### config.mk
export PLATFORM = sky130hd
export DESIGN_NAME = alu_share_arbiter_flat
export DESIGN_NICKNAME = d
export VERILOG_FILES = /design/src/rtl/alu_share_arbiter_if.sv /design/src/rtl/alu_share_arbiter.sv /design/src/flat_wrapper.sv
export SDC_FILE = /design/constraint.sdc
export NUM_CORES = 1
export LEC_CHECK = 0
export CAP_MARGIN = 20
export CORE_ASPECT_RATIO = 0.8
export CORE_MARGIN = 4
export CORE_UTILIZATION = 34
export DETAILED_ROUTE_END_ITERATION = 6
export PLACE_DENSITY = 0.86
export SLEW_MARGIN = 20
export SYNTH_ARGS = -nofsm -noshare
export SYNTH_HDL_FRONTEND = slang
export SYNTH_SLANG_ARGS = --single-unit
export TNS_END_PERCENT = 5
### constraint.sdc
create_clock -name clk -period 1.5 [get_ports clk]
set_input_delay 0.3 -clock clk [delete_from_list [all_inputs] [get_ports clk]]
set_output_delay 0.3 -clock clk [all_outputs]
set_load 0.03 [all_outputs]
### src/rtl/alu_share_arbiter_if.sv
// Purpose : bundles the two requester ports, the two response ports and the shared-ALU port of alu_share_arbiter.
// Latency : wiring only.
// Backpressure: carries req*_valid/ready and rsp*_valid/ready handshakes; the arbiter's behaviour is described in alu_share_arbiter.sv.
// Ports   : slave modport is the arbiter's view; master modport is the view of the requesters and the ALU.
interface alu_share_arbiter_if #(
    parameter int WIDTH  = 32,
    parameter int CTRL_W = 4
);
    // requester 0 / 1 operation request
    logic              req0_valid;
    logic              req0_ready;
    logic [WIDTH-1:0]  req0_a;
    logic [WIDTH-1:0]  req0_b;
    logic [CTRL_W-1:0] req0_ctrl;
    logic              req1_valid;
    logic              req1_ready;
    logic [WIDTH-1:0]  req1_a;
    logic [WIDTH-1:0]  req1_b;
    logic [CTRL_W-1:0] req1_ctrl;

    // response to requester 0 / 1
    logic              rsp0_valid;
    logic              rsp0_ready;
    logic [WIDTH-1:0]  rsp0_rslt;
    logic              rsp0_zero;
    logic              rsp0_err;
    logic              rsp1_valid;
    logic              rsp1_ready;
    logic [WIDTH-1:0]  rsp1_rslt;
    logic              rsp1_zero;
    logic              rsp1_err;

    // shared combinational ALU
    logic [WIDTH-1:0]  alu_a;
    logic [WIDTH-1:0]  alu_b;
    logic [CTRL_W-1:0] alu_ctrl;
    logic [WIDTH-1:0]  alu_rslt;
    logic              alu_zero;

    logic              busy;

    modport slave (
        input  req0_valid, req0_a, req0_b, req0_ctrl,
        input  req1_valid, req1_a, req1_b, req1_ctrl,
        output req0_ready, req1_ready,
        output rsp0_valid, rsp0_rslt, rsp0_zero, rsp0_err,
        output rsp1_valid, rsp1_rslt, rsp1_zero, rsp1_err,
        input  rsp0_ready, rsp1_ready,
        output alu_a, alu_b, alu_ctrl,
        input  alu_rslt, alu_zero,
        output busy
    );

    modport master (
        output req0_valid, req0_a, req0_b, req0_ctrl,
        output req1_valid, req1_a, req1_b, req1_ctrl,
        input  req0_ready, req1_ready,
        input  rsp0_valid, rsp0_rslt, rsp0_zero, rsp0_err,
        input  rsp1_valid, rsp1_rslt, rsp1_zero, rsp1_err,
        output rsp0_ready, rsp1_ready,
        input  alu_a, alu_b, alu_ctrl,
        output alu_rslt, alu_zero,
        input  busy
    );
endinterface

### src/rtl/alu_share_arbiter.sv
// Purpose : round-robin share of one combinational ALU between two requesters, registered operands and result.
// Latency : accept at edge k, result captured at edge k+1, response valid from then on; 1 op per 3 cycles peak.
// Backpressure: requests are refused (ready=0) outside IDLE; the response is held until the owner's rsp ready.
// Ports   : clk, rst_n (async active-low); bus = alu_share_arbiter_if.slave carrying req0/req1, rsp0/rsp1,
//           the ALU operand/result port and busy.
module alu_share_arbiter #(
    parameter int WIDTH  = 32,
    parameter int CTRL_W = 4
) (
    input  logic                 clk,
    input  logic                 rst_n,
    alu_share_arbiter_if.slave   bus
);

    localparam logic [1:0] S_IDLE = 2'd0;
    localparam logic [1:0] S_EXEC = 2'd1;
    localparam logic [1:0] S_RESP = 2'd2;

    logic [1:0]        state_q, state_d;
    logic              owner_q, owner_d;
    logic              prio_q,  prio_d;
    logic [WIDTH-1:0]  a_q,     a_d;
    logic [WIDTH-1:0]  b_q,     b_d;
    logic [CTRL_W-1:0] ctrl_q,  ctrl_d;
    logic [WIDTH-1:0]  rslt_q,  rslt_d;
    logic              zero_q,  zero_d;
    logic              err_q,   err_d;

    logic grant;
    logic idle;
    logic accept;
    logic rsp_ack;

    // Codes the ALU implements; anything else still goes through the ALU
    // but is reported back with err set.
    function automatic logic ctrl_unsupported(input logic [CTRL_W-1:0] c);
        logic unsup;
        unsup = 1'b1;
        if (c == CTRL_W'(4'b0000) || c == CTRL_W'(4'b0001) ||
            c == CTRL_W'(4'b0010) || c == CTRL_W'(4'b0100) ||
            c == CTRL_W'(4'b1001) || c == CTRL_W'(4'b1010)) begin
            unsup = 1'b0;
        end
        return unsup;
    endfunction

    // Grant: a lone requester always wins; on a tie prio_q picks the winner.
    always_comb begin
        grant = 1'b0;
        if (bus.req0_valid && bus.req1_valid) begin
            grant = prio_q;
        end else if (bus.req1_valid) begin
            grant = 1'b1;
        end
    end

    assign idle           = (state_q == S_IDLE);
    assign bus.req0_ready = idle && bus.req0_valid && !grant;
    assign bus.req1_ready = idle && bus.req1_valid &&  grant;
    assign accept         = bus.req0_ready || bus.req1_ready;
    assign rsp_ack        = owner_q ? bus.rsp1_ready : bus.rsp0_ready;

    always_comb begin
        state_d = state_q;
        owner_d = owner_q;
        prio_d  = prio_q;
        a_d     = a_q;
        b_d     = b_q;
        ctrl_d  = ctrl_q;
        rslt_d  = rslt_q;
        zero_d  = zero_q;
        err_d   = err_q;
        case (state_q)
            S_IDLE: begin
                if (accept) begin
                    state_d = S_EXEC;
                    owner_d = grant;
                    a_d     = grant ? bus.req1_a    : bus.req0_a;
                    b_d     = grant ? bus.req1_b    : bus.req0_b;
                    ctrl_d  = grant ? bus.req1_ctrl : bus.req0_ctrl;
                end
            end
            S_EXEC: begin
                // Operands have been stable on the ALU for the whole cycle.
                state_d = S_RESP;
                rslt_d  = bus.alu_rslt;
                zero_d  = bus.alu_zero;
                err_d   = ctrl_unsupported(ctrl_q);
            end
            S_RESP: begin
                if (rsp_ack) begin
                    state_d = S_IDLE;
                    // The requester just served loses the next tie.
                    prio_d  = ~owner_q;
                end
            end
            default: begin
                state_d = S_IDLE;
            end
        endcase
    end

    always_ff @(posedge clk or negedge rst_n) begin
        if (!rst_n) begin
            state_q <= S_IDLE;
            owner_q <= 1'b0;
            prio_q  <= 1'b0;
            a_q     <= '0;
            b_q     <= '0;
            ctrl_q  <= '0;
            rslt_q  <= '0;
            zero_q  <= 1'b0;
            err_q   <= 1'b0;
        end else begin
            state_q <= state_d;
            owner_q <= owner_d;
            prio_q  <= prio_d;
            a_q     <= a_d;
            b_q     <= b_d;
            ctrl_q  <= ctrl_d;
            rslt_q  <= rslt_d;
            zero_q  <= zero_d;
            err_q   <= err_d;
        end
    end

    // ALU is driven straight from flops so its inputs never glitch.
    assign bus.alu_a    = a_q;
    assign bus.alu_b    = b_q;
    assign bus.alu_ctrl = ctrl_q;

    // Result registers are shown on both ports; only the owner's valid rises.
    assign bus.rsp0_valid = (state_q == S_RESP) && !owner_q;
    assign bus.rsp1_valid = (state_q == S_RESP) &&  owner_q;
    assign bus.rsp0_rslt  = rslt_q;
    assign bus.rsp1_rslt  = rslt_q;
    assign bus.rsp0_zero  = zero_q;
    assign bus.rsp1_zero  = zero_q;
    assign bus.rsp0_err   = err_q;
    assign bus.rsp1_err   = err_q;

    assign bus.busy = !idle;

endmodule

### src/flat_wrapper.sv
// flat-port wrapper written by rule: the top's interface ports become plain ports
module alu_share_arbiter_flat 
#(
    parameter int WIDTH  = 32,
    parameter int CTRL_W = 4
)
  (clk, rst_n, bus_req0_valid, bus_req0_a, bus_req0_b, bus_req0_ctrl, bus_req1_valid, bus_req1_a, bus_req1_b, bus_req1_ctrl, bus_req0_ready, bus_req1_ready, bus_rsp0_valid, bus_rsp0_rslt, bus_rsp0_zero, bus_rsp0_err, bus_rsp1_valid, bus_rsp1_rslt, bus_rsp1_zero, bus_rsp1_err, bus_rsp0_ready, bus_rsp1_ready, bus_alu_a, bus_alu_b, bus_alu_ctrl, bus_alu_rslt, bus_alu_zero, bus_busy);
  alu_share_arbiter_if #(.WIDTH(WIDTH), .CTRL_W(CTRL_W)) bus_i ();
  input  logic clk;
  input  logic rst_n;
  input wire logic [$bits(bus_i.req0_valid)-1:0] bus_req0_valid;
  input wire logic [$bits(bus_i.req0_a)-1:0] bus_req0_a;
  input wire logic [$bits(bus_i.req0_b)-1:0] bus_req0_b;
  input wire logic [$bits(bus_i.req0_ctrl)-1:0] bus_req0_ctrl;
  input wire logic [$bits(bus_i.req1_valid)-1:0] bus_req1_valid;
  input wire logic [$bits(bus_i.req1_a)-1:0] bus_req1_a;
  input wire logic [$bits(bus_i.req1_b)-1:0] bus_req1_b;
  input wire logic [$bits(bus_i.req1_ctrl)-1:0] bus_req1_ctrl;
  output wire logic [$bits(bus_i.req0_ready)-1:0] bus_req0_ready;
  output wire logic [$bits(bus_i.req1_ready)-1:0] bus_req1_ready;
  output wire logic [$bits(bus_i.rsp0_valid)-1:0] bus_rsp0_valid;
  output wire logic [$bits(bus_i.rsp0_rslt)-1:0] bus_rsp0_rslt;
  output wire logic [$bits(bus_i.rsp0_zero)-1:0] bus_rsp0_zero;
  output wire logic [$bits(bus_i.rsp0_err)-1:0] bus_rsp0_err;
  output wire logic [$bits(bus_i.rsp1_valid)-1:0] bus_rsp1_valid;
  output wire logic [$bits(bus_i.rsp1_rslt)-1:0] bus_rsp1_rslt;
  output wire logic [$bits(bus_i.rsp1_zero)-1:0] bus_rsp1_zero;
  output wire logic [$bits(bus_i.rsp1_err)-1:0] bus_rsp1_err;
  input wire logic [$bits(bus_i.rsp0_ready)-1:0] bus_rsp0_ready;
  input wire logic [$bits(bus_i.rsp1_ready)-1:0] bus_rsp1_ready;
  output wire logic [$bits(bus_i.alu_a)-1:0] bus_alu_a;
  output wire logic [$bits(bus_i.alu_b)-1:0] bus_alu_b;
  output wire logic [$bits(bus_i.alu_ctrl)-1:0] bus_alu_ctrl;
  input wire logic [$bits(bus_i.alu_rslt)-1:0] bus_alu_rslt;
  input wire logic [$bits(bus_i.alu_zero)-1:0] bus_alu_zero;
  output wire logic [$bits(bus_i.busy)-1:0] bus_busy;
  assign bus_i.req0_valid = bus_req0_valid;
  assign bus_i.req0_a = bus_req0_a;
  assign bus_i.req0_b = bus_req0_b;
  assign bus_i.req0_ctrl = bus_req0_ctrl;
  assign bus_i.req1_valid = bus_req1_valid;
  assign bus_i.req1_a = bus_req1_a;
  assign bus_i.req1_b = bus_req1_b;
  assign bus_i.req1_ctrl = bus_req1_ctrl;
  assign bus_req0_ready = bus_i.req0_ready;
  assign bus_req1_ready = bus_i.req1_ready;
  assign bus_rsp0_valid = bus_i.rsp0_valid;
  assign bus_rsp0_rslt = bus_i.rsp0_rslt;
  assign bus_rsp0_zero = bus_i.rsp0_zero;
  assign bus_rsp0_err = bus_i.rsp0_err;
  assign bus_rsp1_valid = bus_i.rsp1_valid;
  assign bus_rsp1_rslt = bus_i.rsp1_rslt;
  assign bus_rsp1_zero = bus_i.rsp1_zero;
  assign bus_rsp1_err = bus_i.rsp1_err;
  assign bus_i.rsp0_ready = bus_rsp0_ready;
  assign bus_i.rsp1_ready = bus_rsp1_ready;
  assign bus_alu_a = bus_i.alu_a;
  assign bus_alu_b = bus_i.alu_b;
  assign bus_alu_ctrl = bus_i.alu_ctrl;
  assign bus_i.alu_rslt = bus_alu_rslt;
  assign bus_i.alu_zero = bus_alu_zero;
  assign bus_busy = bus_i.busy;
  alu_share_arbiter #(.WIDTH(WIDTH), .CTRL_W(CTRL_W)) u_core (.clk(clk), .rst_n(rst_n), .bus(bus_i));
endmodule
# == Word level (Yosys, flattened, before mapping) ==
# Index checks and enable logic that the tools add are counted.
# word_totals
ff_bits,106
in_bits,175
output_inout_bits,141
word_cells,50
# classes
eq_ne,9
mux,10
bitwise,1
reduce_logical,21
# op_table
op,n
2-to-1 mux 32 bit,2
equality test 4 bit (second input constant),2
logical AND 1 bit,7
logical OR 1 bit,6
one-hot mux 2 bit (3 select lines),1
AND reduction 2 bit,3
equality test 4 x 1 -> 1 bit (second input constant),1
equality test 4 x 2 -> 1 bit (second input constant),1
equality test 4 x 3 -> 1 bit (second input constant),1
logical NOT 4 bit,1
2-to-1 mux 1 bit,4
2-to-1 mux 2 bit,2
2-to-1 mux 4 bit,1
logical NOT 1 bit,3
equality test 2 x 1 -> 1 bit (second input constant),1
equality test 2 bit (second input constant),1
logical NOT 2 bit,1
inequality test 2 x 1 -> 1 bit (second input constant),1
inequality test 2 bit (second input constant),1
inverter 1 bit,1

# == Longest topological paths before layout ==
# Gate-level depths: netlist of the first run.
# logic_depth
word_depth,7
depth_mapped,8
mapped_depth_nobuf,3

# == Least setup slack after synthesis of the first run ==
# OpenSTA, ideal clock, no wires.
# synth_timing
path_type,reg-to-output
startpoint,register u_core.state_q[1]
endpoint,output bus_req1_ready
arrival_time_ps,1664
setup_slack_ps,-464
stages_incl_launch_ff,5
cell_sequence,dfrtp_1 nor2_1 clkbuf_1 inv_1 nor2_1
# synth_via
elab_chain_len,3
# synth_lines
element,line,text
"start, declared",alu_share_arbiter.sv:19,"logic [1:0] state_q, state_d;"
"start signal, assigned",alu_share_arbiter.sv:115,state_q <= state_d;
logical NOT 2 bit,alu_share_arbiter.sv:57,assign idle = (state_q == S_IDLE);
logical AND 1 bit (2 in a row),alu_share_arbiter.sv:59,assign bus.req1_ready = idle && bus.req1_valid && grant;
"end, declared",flat_wrapper.sv:20,output wire logic [$bits(bus_i.req1_ready)-1:0] bus_req1_ready;
# No other way between the ends.

# == Final worst setup path of the first run ==
# layout_timing
startpoint,register u_core.prio_q
endpoint,output bus_req1_ready
# layout_via
elab_chain_len,2
# layout_lines
element,line,text
"start, declared",alu_share_arbiter.sv:21,"logic prio_q, prio_d;"
"start signal, assigned",alu_share_arbiter.sv:117,prio_q <= prio_d;
2-to-1 mux 1 bit,alu_share_arbiter.sv:50,if (bus.req0_valid && bus.req1_valid) begin
logical AND 1 bit,alu_share_arbiter.sv:59,
# No other way between the ends.

==> summary.txt, run 1 <==
STA
  • Worst Tran Pin Value: 417 ps
  • Final Cycle Share: 110%
  • RSZ-0062 raised after global routing: yes
  • Final number of setup-violating endpoints: 3
  • F_max: 604 MHz
  • Crit path time final: 1660 ps
  • Hold Vio Cnt, Final: 0
  • Slew HR: 72.2%
  • Final setup skew: 5.16 ps
  • PnR worst setup slack: -155 ps
  • Fin. max-slew vios: 0

Routing
  • WL per Instance: 19.4 µm
  • DR iter-0 viols: 280
  • DRT Wirelength: 19200 µm
  • Post-route ant nets: 0
  • Vias after detailed routing: 5225
  • Via density: 5.28
  • First-pass iteration count of the detailed router: 5
  • DRC Markers: 0

Worst setup path
  • CP Max Fanout: 5
  • Crit path arrival time: 1360 ps
  • CP Capture Type: primary output
  • Required time worst endpoint: 1200 ps
  • Startpoint Class: flop
  • Crit path kind: reg -> out

Layout
  • Area Overhead vs Synth: 69.4%
  • Fin area: 8690 µm²
  • # diodes: 0
  • Share of cells above drive strength 1: 13.9%
  • # nets final: 975

Synthesis
  • Mapped Nets: 706
  • Warnings, synthesis: 0
  • Syn avg cell area: 9.66 µm²
  • Cells after synthesis: 531
  • Cell Area, Synth: 5130 µm²
  • Top post-synthesis cells by area: dfrtp_1 52%, a31oi_1 8.4%, mux2_2 7.2%
  • Synth cell types: 23
  • Largest area contributor in the netlist: dfrtp_1
  • Sequential area share after synthesis: 51.7%
  • Synth Register Bits: 106
  • Top-area cell type share of the netlist area: 51.7%

GRT
  • Grt total ovfl: 0
  • Tot GR Track Use: 21.8%
  • Antenna violations before repair: 0
  • First-pass GRT wire length: 29800 µm
  • Vias in the first global route: 5312
  • Pin count of the biggest net entering global routing: 52

Place
  • Gpl congestion: 0.850
  • # port buffers: 315
  • DP HPWL: 14300 µm
  • Placed instance area: 8450 µm²

Run status
  • Status: finished, violations left
  • Failing checks: setup timing

Die
  • Starting Density: 35.3%
  • Die Width: 145 µm
  • # IOs: 316
  • Die area: 17100 µm²
  • Die Ht: 118 µm
  • Core area: 14500 µm²
  • Row count: 39

Clock network
  • Clock sinks: 106
  • Root Driver: clkbuf_16
  • CTS tree: built
  • Clk_lat worst skew: 350 ps
  • Reg clk slew, reported paths: 70 ps
  • CTS H-tree lvls: 3
  • Clk buf depth: 2
  • Number of buffers created by CTS: 9

Power
  • P per Cell Area: 2250 nW/µm²
  • Final Power: 19500 µW
  • Max VDD drop: 0.816 mV
  • LEAKAGE: 0.00361 µW

Min path
  • HP Class: in -> async

Job
  • Max cap viols: 0
-- final cells by class --
cell class / instances / area (µm²)
multi-input cells: 330 / 2000
inverters: 4 / 15.0
flip-flops and latches: 106 / 2660
fillers: 1251 / 5850
clock buffers: 10 / 239
clock inverters: 6 / 72.6
well taps: 184 / 230
repair buffers: 349 / 3480
-- registers in the layout, indices dropped and copies added, names as in the netlist --
name and flops:
u_core.bus.rsp0_err 1, u_core.bus.alu_b 32, u_core.prio_q 1, u_core.bus.rsp0_rslt 32, u_core.owner_q 1, u_core.bus.alu_ctrl 4
u_core.state_q 2, u_core.bus.alu_a 32, u_core.bus.rsp0_zero 1
-- logic make-up (layout without fill, tap and decap cells) --
family	after synthesis	count (layout)	synth area share [%]
mux	33	33	7.24
compound gates	214	214	22.8
flops	106	106	51.7
simple gates	83	83	8.15
buf+inv	95	369	10.1
-- power breakdown --
group	switching (µW)	leakage (µW)	internal [µW]
Sequential	971	0.00120	4340
Clock	1130	0.000150	1360
Combinational	7230	0.00226	4520
-- what timing repair did --
item                                   4_1_cts  5_1_grt
endpoints found under the hold margin       12        0
pin swaps                                    1        1
gates cloned                                 0        0
resized for setup                          138       11
setup endpoints to repair                  133       47
hold buffers                                 1        0
buffers inserted                             4        3
-- critical path, stage by stage, from the launching register on --
cell	delay, ps
dfrtp_1	410
nand2b_4	200
nand2_1	110
nor2_4	150
buf_12	140
-- cell usage after synthesis --
cell type / instances
buf_4: 34
and3_1: 1
dfrtp_1: 106
nor2_1: 5
nor2b_1: 1
inv_2: 1
a211o_1: 1
a31oi_1: 69
buf_6: 3
inv_1: 3
a22o_1: 1
clkbuf_1: 44
buf_2: 10
and2b_1: 1
nand2_1: 2
nand2b_1: 3
a21oi_1: 71
and2_1: 1
nand3_1: 68
mux2_2: 33
o21ai_0: 71
o2bb2ai_1: 1
or2_1: 1
-- path summary, 6_finish.rpt --
kind | start | end | slack, ps | depth (start not counted)
worst max register to register | u_core.state_q[1] | u_core.bus.alu_b[8] | 50 | 5
worst max-delay path | u_core.prio_q | bus_req1_ready | -160 | 4
min in group clk | bus_req1_valid | u_core.bus.alu_b[29] | 450 | 4
worst min register to register | u_core.bus.rsp0_rslt[4] | u_core.bus.rsp0_rslt[4] | 530 | 1
max in group asynchronous | rst_n | u_core.state_q[1] | 580 | 3
worst min-delay path | rst_n | u_core.bus.alu_a[1] | 350 | 2
-- cells in the final DEF (no fill, tap or decap), types with 2 or more instances in the layout --
cell type,netlist,final
nor2_4,0,2
inv_6,0,2
o21ai_0,71,71
nor2_1,5,2
inv_2,1,2
clkinv_4,0,2
nand3_1,68,68
clkdlybuf4s50_1,0,171
buf_12,0,20
inv_1,3,2
a31oi_1,69,69
buf_4,34,24
buf_6,3,3
clkdlybuf4s15_1,0,8
clkbuf_16,0,9
mux2_2,33,33
dfrtp_2,0,2
a21oi_1,71,70
dlygate4sd2_1,0,120
dfrtp_1,106,104
-- per-stage QoR --
stage	cells	setup TNS, ps	hold WS (ps)	util, %	setup WS (ps)
after floorplan	531	-71.6	4.41	-	-71.6
after global placement	965	-17630	171	58.1	-275
after detailed placement	965	-20400	173	58.1	-359
after CTS	986	-429	347	59.6	-173
after global routing	989	-599	371	59.8	-200
final	989	-342	354	59.8	-155
-- per-layer routing --
metal | vias up | wire (µm) | global-route usage [%]
li1 | 2446 | - | -
met1 | 2505 | 7510 | 25.7
met2 | 254 | 9650 | 38.1
met3 | 20 | 1750 | 7.54
met4 | 0 | 321 | 5.28
met5 | - | 0 | 0
Power figures use the tool's default switching activity.
==> run 2: changes to the inputs <==
Settings changed: CORE_ASPECT_RATIO 0.8 to 2.
==> run 2 against run 1 <==
The flow still finishes with violations (setup timing). Critical path depth stayed put. Wire length is 1.4% higher. Via count is 1.6% higher. Setup slack better by 8.1 ps.
==> summary.txt, run 2 (same netlist as run 1, synthesis figures left out) <==
Run status
  • Status: finished, violations left
  • Failing checks: setup timing

Clock network
  • Clock sinks: 106
  • CTS H-tree lvls: 3
  • Reg clk slew, reported paths: 80 ps
  • Clk_lat worst skew: 340 ps
  • Root Driver: clkbuf_16
  • Clk buf depth: 2
  • Number of buffers created by CTS: 9
  • CTS tree: built

STA
  • Fin. max-slew vios: 0
  • RSZ-0062 raised after global routing: yes
  • Final setup skew: 8.46 ps
  • Hold Vio Cnt, Final: 0
  • F_max: 607 MHz
  • Final number of setup-violating endpoints: 3
  • Final Cycle Share: 110%
  • Worst Tran Pin Value: 492 ps
  • Crit path time final: 1650 ps
  • Slew HR: 67.2%
  • PnR worst setup slack: -147 ps
  • Worst hold slack: 461 ps

GRT
  • Grt total ovfl: 0
  • Tot GR Track Use: 21.7%
  • First-pass GRT wire length: 29000 µm
  • Vias in the first global route: 5464
  • Pin count of the biggest net entering global routing: 60
  • Antenna violations before repair: 0

Routing
  • Via density: 5.30
  • Post-route ant nets: 0
  • WL per Instance: 19.5 µm
  • DRT Wirelength: 19500 µm
  • DRC Markers: 0
  • First-pass iteration count of the detailed router: 5
  • Vias after detailed routing: 5310
  • DR iter-0 viols: 214

Worst setup path
  • Worst path cell trace: nor2_4 > nand2_2 > a21oi_4 > buf_6
  • Reg2reg end: u_core.bus.alu_b[9]
  • Crit path kind: reg -> out
  • CP Capture Type: primary output
  • CP Max Fanout: 5
  • CP peak stage delay: 450 ps
  • Buf+Inv Stages, Crit Path: 1
  • Crit path arrival time: 1350 ps
  • Reg2Reg Depth: 5
  • Critical path's top delay family: flip-flops
  • Required time worst endpoint: 1200 ps
  • Startpoint Class: flop
  • Highest-delay cell along the critical path: dfrtp_2
  • R2R setup slack: 50 ps
  • Reg-to-reg critical path startpoint: u_core.state_q[1]

Layout
  • Share of cells above drive strength 1: 13.4%
  • Area Overhead vs Synth: 68.7%
  • Register Area: 2660 µm²
  • Filler cell count: 1346
  • # nets final: 976
  • Fin area: 8650 µm²
  • Most frequent cells in the layout: 171 x clkdlybuf4s50_1, 130 x dlygate4sd2_1, 104 x dfrtp_1
  • Final core utilization: 58.4%
  • Commonest non-fill, non-tap cell in the layout: clkdlybuf4s50_1
  • Multi-input gate area: 2000 µm²
  • # diodes: 0

Place
  • DP HPWL: 14900 µm
  • # port buffers: 315
  • Placed instance area: 8410 µm²
  • Gpl congestion: 0.831
  • Post-place setup slack: -360 ps

Power
  • Max VDD drop: 1.03 mV
  • P per Cell Area: 2220 nW/µm²
  • Sw Share: 48.1%
  • Sw power: 9260 µW
  • Clock power share: 13.0%
  • Logic pwr share: 59.6%
  • LEAKAGE: 0.00360 µW
  • Sequential share of power: 27.4%
  • P_int: 9980 µW

Die
  • Core area: 14800 µm²
  • Die Width: 94.9 µm
  • Die area: 17200 µm²
  • Die Ht: 182 µm
  • # IOs: 316
  • Starting Density: 34.6%
  • Row count: 63

Min path
  • Hold Path Sink: u_core.bus.alu_a[2]
  • Hold path cells: 4
  • Hold_sp: bus_req1_valid
  • HP Class: in -> reg

Job
  • Max cap viols: 0
run 2: cell types whose count changed in the layout (fill, tap and decap cells not counted), sizes merged:
cell	delta
clkdlybuf4s15	-5
clkinv	-1
buf	-3
clkbuf	-2
inv	+2
dlygate4sd2	+10
run 2: metal layers:
metal  up-vias  GRT usage [%]  wire length, µm
li1       2448              -                -
met1      2571           22.7             6580
met2       250           40.5            10900
met3        41           4.64             1410
met4         0           8.62              624
met5         -              0                0
run 2: worst max path at each step:
stage / from / to / cells past startpoint
2_1_floorplan: u_core.state_q[1] / bus_req1_ready / 4
3_3_place_gp: bus_req0_valid / u_core.bus.alu_ctrl[3] / 5
3_5_place_dp: bus_req0_valid / u_core.bus.alu_b[9] / 5
4_1_cts: u_core.state_q[0] / bus_req0_ready / 4
5_1_grt: u_core.state_q[1] / bus_req0_ready / 4
6_report: u_core.state_q[1] / bus_req0_ready / 4
run 2: metrics by stage:
stage / total power, µW / TNS, ps / std cells
6_report: 19200 / -280 / 1001
5_1_grt: 20200 / -524 / 1001
4_1_cts: 19300 / -282 / 999
3_5_place_dp: 18000 / -20410 / 978
3_3_place_gp: 17700 / -17520 / 978
2_1_floorplan: 12800 / -71.6 / 531
run 2: repair_timing:
action	4_1_cts	5_1_grt
hold buffers	1	0
setup endpoints to repair	137	55
hold endpoints to repair	106	0
buffers inserted	4	2
gates resized for setup	141	8
pin swaps	1	1
run 2: power groups by stage:
| stage | logic, µW | clock network, µW | registers, µW |
|---|---|---|---|
| 2_1_floorplan | 4760 | 0 | 8000 |
| 3_3_place_gp | 12400 | 0 | 5330 |
| 5_1_grt | 12100 | 2650 | 5460 |
| 3_5_place_dp | 12600 | 0 | 5390 |
| 6_report | 11500 | 2490 | 5270 |
| 4_1_cts | 11500 | 2560 | 5280 |
run 2: final cells by class:
cell class | instances | area share [%]
timing repair buffer | 350 | 39.6
sequential | 106 | 30.7
multi-input combinational | 330 | 23.2
tap | 195 | 2.82
clock buffer | 9 | 2.60
clock inverter | 7 | 0.954
inverter | 4 | 0.174
run 2: worst reg2reg max path, delay by kind of cell, from the launching register on:
kind	cells	cell delay, ps
simple gates	2	350
buf+inv	2	370
compound gates	1	160
flops	1	450
